File: src/rtl/uart_tx_scheduler.sv
`default_nettype none
// ============================================================================
// Module   : uart_tx_scheduler
// Brief    : Round-robin packet arbiter sharing one UART transmitter write
//            port, with full-flag backpressure and a starvation watchdog.
// Revision : 1.0
// ============================================================================
module uart_tx_scheduler #(
  parameter int NUM_REQ        = 4,
  parameter int DATA_WIDTH     = 8,
  parameter int TIMEOUT_CYCLES = 64,
  parameter int CNT_WIDTH      = 8
) (
  input  logic                          clock_i,
  input  logic                          reset_i,
  input  logic [NUM_REQ-1:0]            req_valid_i,
  input  logic [NUM_REQ*DATA_WIDTH-1:0] req_data_i,
  input  logic [NUM_REQ-1:0]            req_last_i,
  output logic [NUM_REQ-1:0]            req_ready_o,
  output logic [NUM_REQ-1:0]            grant_o,
  output logic                          busy_o,
  output logic [DATA_WIDTH-1:0]         data_o,
  output logic                          data_write_o,
  input  logic                          data_buffer_full_i,
  output logic                          timeout_o,
  output logic [$clog2(NUM_REQ)-1:0]    timeout_id_o
);

  localparam int ID_WIDTH = $clog2(NUM_REQ);

  localparam logic [0:0] ST_IDLE = 1'b0;
  localparam logic [0:0] ST_XFER = 1'b1;

  localparam logic [CNT_WIDTH-1:0] C_TIMEOUT   = CNT_WIDTH'(TIMEOUT_CYCLES);
  localparam logic [ID_WIDTH-1:0]  C_LAST_INIT = ID_WIDTH'(NUM_REQ - 1);
  localparam logic                 C_WDOG_EN   = (TIMEOUT_CYCLES != 0);

  logic [0:0]           state_q,      state_d;
  logic [NUM_REQ-1:0]   grant_q,      grant_d;
  logic [ID_WIDTH-1:0]  owner_q,      owner_d;
  logic [ID_WIDTH-1:0]  last_grant_q, last_grant_d;
  logic [CNT_WIDTH-1:0] wdog_q,       wdog_d;
  logic                 timeout_q,    timeout_d;
  logic [ID_WIDTH-1:0]  timeout_id_q, timeout_id_d;

  logic                 in_xfer;
  logic                 owner_valid;
  logic                 owner_last;
  logic                 xfer_fire;
  logic                 starving;
  logic                 wdog_expire;
  logic [CNT_WIDTH-1:0] wdog_inc;
  logic                 pick_found;
  logic [ID_WIDTH-1:0]  pick_idx;
  logic [ID_WIDTH-1:0]  cand;

  logic [DATA_WIDTH-1:0] req_bytes [NUM_REQ];

  for (genvar k = 0; k < NUM_REQ; k++) begin : g_unpack
    assign req_bytes[k] = req_data_i[k*DATA_WIDTH +: DATA_WIDTH];
  end

  // Search starts just after the previous owner so every requester gets a turn.
  always_comb begin
    pick_found = 1'b0;
    pick_idx   = '0;
    cand       = '0;
    for (int i = 1; i <= NUM_REQ; i++) begin
      cand = ID_WIDTH'((int'(last_grant_q) + i) % NUM_REQ);
      if (!pick_found && req_valid_i[cand]) begin
        pick_found = 1'b1;
        pick_idx   = cand;
      end
    end
  end

  assign in_xfer     = (state_q == ST_XFER);
  assign owner_valid = req_valid_i[owner_q];
  assign owner_last  = req_last_i[owner_q];
  assign xfer_fire   = in_xfer & owner_valid & ~data_buffer_full_i;
  // A full transmitter is not the requester's fault, so it never feeds the watchdog.
  assign starving    = in_xfer & ~owner_valid & ~data_buffer_full_i;
  assign wdog_inc    = wdog_q + CNT_WIDTH'(1);
  assign wdog_expire = C_WDOG_EN & starving & (wdog_inc == C_TIMEOUT);

  assign req_ready_o  = grant_q & {NUM_REQ{~data_buffer_full_i}};
  assign data_write_o = xfer_fire;
  assign data_o       = xfer_fire ? req_bytes[owner_q] : '0;
  assign grant_o      = grant_q;
  assign busy_o       = in_xfer;
  assign timeout_o    = timeout_q;
  assign timeout_id_o = timeout_id_q;

  always_comb begin
    state_d      = state_q;
    grant_d      = grant_q;
    owner_d      = owner_q;
    last_grant_d = last_grant_q;
    wdog_d       = wdog_q;
    timeout_d    = 1'b0;
    timeout_id_d = timeout_id_q;
    case (state_q)
      ST_IDLE: begin
        wdog_d = '0;
        if (pick_found) begin
          state_d = ST_XFER;
          owner_d = pick_idx;
          grant_d = NUM_REQ'(1) << pick_idx;
        end
      end
      ST_XFER: begin
        if (xfer_fire) begin
          wdog_d = '0;
          if (owner_last) begin
            state_d      = ST_IDLE;
            grant_d      = '0;
            last_grant_d = owner_q;
          end
        end else if (wdog_expire) begin
          wdog_d       = '0;
          state_d      = ST_IDLE;
          grant_d      = '0;
          last_grant_d = owner_q;
          timeout_d    = 1'b1;
          timeout_id_d = owner_q;
        end else if (C_WDOG_EN && starving) begin
          wdog_d = wdog_inc;
        end
      end
      default: begin
        state_d = ST_IDLE;
        grant_d = '0;
        wdog_d  = '0;
      end
    endcase
  end

  always_ff @(posedge clock_i or posedge reset_i) begin
    if (reset_i) begin
      state_q      <= ST_IDLE;
      grant_q      <= '0;
      owner_q      <= '0;
      last_grant_q <= C_LAST_INIT;
      wdog_q       <= '0;
      timeout_q    <= 1'b0;
      timeout_id_q <= '0;
    end else begin
      state_q      <= state_d;
      grant_q      <= grant_d;
      owner_q      <= owner_d;
      last_grant_q <= last_grant_d;
      wdog_q       <= wdog_d;
      timeout_q    <= timeout_d;
      timeout_id_q <= timeout_id_d;
    end
  end

endmodule
`default_nettype wire
File: config.mk
export PLATFORM = sky130hd
export DESIGN_NAME = uart_tx_scheduler
export DESIGN_NICKNAME = d
export VERILOG_FILES = /design/src/rtl/uart_tx_scheduler.sv
export SDC_FILE = /design/constraint.sdc
export NUM_CORES = 1
export LEC_CHECK = 0
export CORE_UTILIZATION = 38
export DETAILED_ROUTE_END_ITERATION = 12
export PLACE_DENSITY = 0.75
export SLEW_MARGIN = 10
export SYNTH_ARGS = -nofsm -noshare
export SYNTH_HDL_FRONTEND = slang
export SYNTH_SLANG_ARGS = --single-unit
File: constraint.sdc
create_clock -name clock_i -period 2.3 [get_ports clock_i]
set_clock_uncertainty 0.2 [all_clocks]
set_input_delay 0.575 -clock clock_i [delete_from_list [all_inputs] [get_ports clock_i]]
set_output_delay 0.575 -clock clock_i [all_outputs]
set_load 0.05 [all_outputs]
==> qor.txt <==
status: finished, violations left
failing checks: setup timing
Mapped Nets: 185
flops & latches, synth: 20
part of the power in registers: 0.217
Setup TNS Final: -2015 ps
Worst Path Required: 1520 ps
power share of the combinational group: 0.685
Area Growth Syn to Fin: 75.25%
NetSw: 1.170 mW
fin cells: 275
Initial DRC Count: 75
Crit Path Class: in2out
Final Setup Violations: 14
P per Cell Area: 1047 nW/um^2
Worst Setup Start Kind: input pin
asr flop ratio synth: 1.000
Post-synth EDFFs: 0
Layout Utilization: 0.7039
Root Driver: clkbuf_8
Sw Ratio: 0.4307
Tightest Pin Transition: 776.7 ps
Starting Density: 0.4016
Clock power frac: 0.099
Worst Path Max Fanout: 1
Yosys top cell by area: dfrtp_1
leak pwr: 1.160 nW
initial antenna violation count: 0
hold_sp: timeout_id_o[1]$_DFFE_PP0P_
# rows: 22
Rel. slew slack: 0.4720
CTS tree: yes
Die Span Y: 64.44 um
worst reg2reg endpoint: last_grant_q[0]$_DFFE_PP1P_
yosys warns: 0
Remaining Overflow, GRT: 0
Residual DRC: 0
ant diodes: 0
maximum vdd drop: 0.0006578 V
Final Hold Fails: 0
min-delay worst type: reg2reg
critical path capture point type: output port
Area contributors post-synth: dfrtp_1 (30%), mux4_2 (12%), nor2b_1 (5.5%)
CTS Buf Count: 3
nets: 272
register area share after synthesis: 0.3395
layout cell share with drive strength beyond 1: 0.3789
routability congestion estimate: 0.8927
area fraction of the dominant cell type after synthesis: 0.3041
CTS Hold Bufs: 0
internal power: 1.547 mW
post-layout worst setup margin: -231.2 ps
Synth Flop Type: dfrtp_1
clock sinks: 20
Vias/cell: 5.651
die area: 4152 um^2
die span in x: 64.44 um
largest net degree at the start of global routing: 21
post-synthesis instance area: 1481 um^2
crit path DAT: 1760 ps
Syn Inst Count: 141
max-slew violations: 0
Cell variety after synth: 49
crit path time final: 2531 ps
wire length per cell after detailed routing: 17.23 um
Total Routing Usage GR: 0.2375
clk_lat worst skew: 250 ps
Final Cycle Share: 1.101
DRT antenna net count: 0
hpwl dp: 3346 um
area of the core: 3689 um^2
first-pass GRT wire length: 7590 um
max-cap viol count: 0
highest clock rate: 395.1 MHz
Critical R2R Launch: owner_q[0]$_DFFE_PP0P_
Worst Hold Endpoint: timeout_id_o[1]$_DFFE_PP0P_
final instance area: 2596 um^2
R2R cell count: 5
hold path depth: 1
drt pass-1 iters: 4
via count: 1554
dpl cells: 266
clock transition at the registers of the reported paths: 80 ps
RSZ-0062 raised after global routing: true
H-tree Lvls: 1
# IOs: 64
commonest cells after routing, fill and taps aside: dlygate4sd2_1 (25), buf_4 (25), dfrtp_1 (17)
Post-DP Area: 2462 um^2
vias in the first global route: 1668
R2R setup slack: -120 ps
IO Port Bufs: 63
Max Buffers Root-to-Sink: 2
drt total wl: 4739 um
synthesized area per cell: 10.51 um^2
-- worst max-delay path: stages --
cell and delay, ps:
clkdlybuf4s50_1 390, mux4_2 460, nor2b_2 180, buf_12 150
-- state kept, by name, summed over array words and instances, names as in the netlist --
name,flops
busy_o,1
wdog_q,8
timeout_id_o,2
owner_q,2
grant_o,4
timeout_o,1
last_grant_q,2
-- worst max path at each step --
stage | start | endpoint | depth (start not counted)
global route | owner_q[0]$_DFFE_PP0P_ | data_write_o | 4
floorplan | req_valid_i[3] | data_write_o | 3
global placement | req_valid_i[0] | timeout_id_o[0]$_DFFE_PP0P_ | 5
CTS | owner_q[0]$_DFFE_PP0P_ | data_write_o | 4
finish | req_data_i[27] | data_o[3] | 4
detailed placement | req_valid_i[0] | timeout_id_o[0]$_DFFE_PP0P_ | 5
-- layer usage --
| layer | GRT usage | routed length, um | vias to the layer above |
|---|---|---|---|
| met5 | 0 | 0 | - |
| met4 | 0.09167 | 53 | 0 |
| met3 | 0.06338 | 323 | 4 |
| met2 | 0.4211 | 2568 | 64 |
| met1 | 0.2699 | 1793 | 769 |
| li1 | - | - | 717 |
-- power by group through the flow --
| stage | Combinational [mW] | Clock (mW) | Sequential, mW |
|---|---|---|---|
| 5_1_grt | 1.95 | 0.284 | 0.603 |
| 3_3_place_gp | 1.65 | 0 | 0.575 |
| 6_report | 1.86 | 0.268 | 0.589 |
| 3_5_place_dp | 1.69 | 0 | 0.581 |
| 4_1_cts | 1.79 | 0.273 | 0.582 |
| 2_1_floorplan | 0.875 | 0 | 0.675 |
-- repair_timing --
action	CTS	global route
gates cloned	1	0
resized for setup	55	14
setup buffers	3	1
hold endpoints to repair	0	0
setup endpoints to repair	28	21
pin swaps	2	2
-- cell usage after synthesis (2+ instances only) --
library cell   n
dfrtp_1       18
nor2b_1       13
nand3_1        9
inv_1          8
mux4_2         8
o21ai_0        8
nand2_1        7
nor2_1         6
o211ai_1       6
clkbuf_1       3
mux2_2         3
nor3_1         3
a211o_1        2
a21boi_0       2
a22o_1         2
buf_1          2
dfstp_2        2
mux2_4         2
mux4_1         2
nand2b_1       2
nor4_1         2
o21bai_1       2
or2_2          2
xor2_1         2
-- per-stage QoR --
step / hold slack (ps) / worst slack [ps] / total power [mW]
floorplan: 280.6 / -42.16 / 1.550
global placement: 297.3 / -524.5 / 2.229
detailed placement: 307.1 / -576.0 / 2.274
CTS: 324.9 / -238.6 / 2.650
global route: 353.9 / -260.4 / 2.841
finish: 322.7 / -231.2 / 2.717
-- kinds of logic after synthesis --
| group | Yosys count | share of synthesized area |
|---|---|---|
| AO/OA/AOI/OAI | 34 | 0.1799 |
| XOR/XNOR | 2 | 0.01183 |
| adder cells (fa/ha/maj) | 1 | 0.008445 |
| buffers and inverters | 13 | 0.03294 |
| flip-flops | 20 | 0.3395 |
| multiplexers | 17 | 0.2162 |
| AND/OR/NAND/NOR | 54 | 0.2112 |
-- final cells by class --
cell class	instances	area, um^2
Tap cell	48	60.06
Timing Repair Buffer	86	903.4
Fill cell	292	1092
Clock buffer	4	55.05
Inverter	8	33.78
Multi-Input combinational cell	109	1040
Sequential cell	20	504.2
No activity file was read; power rests on OpenSTA's default activity.
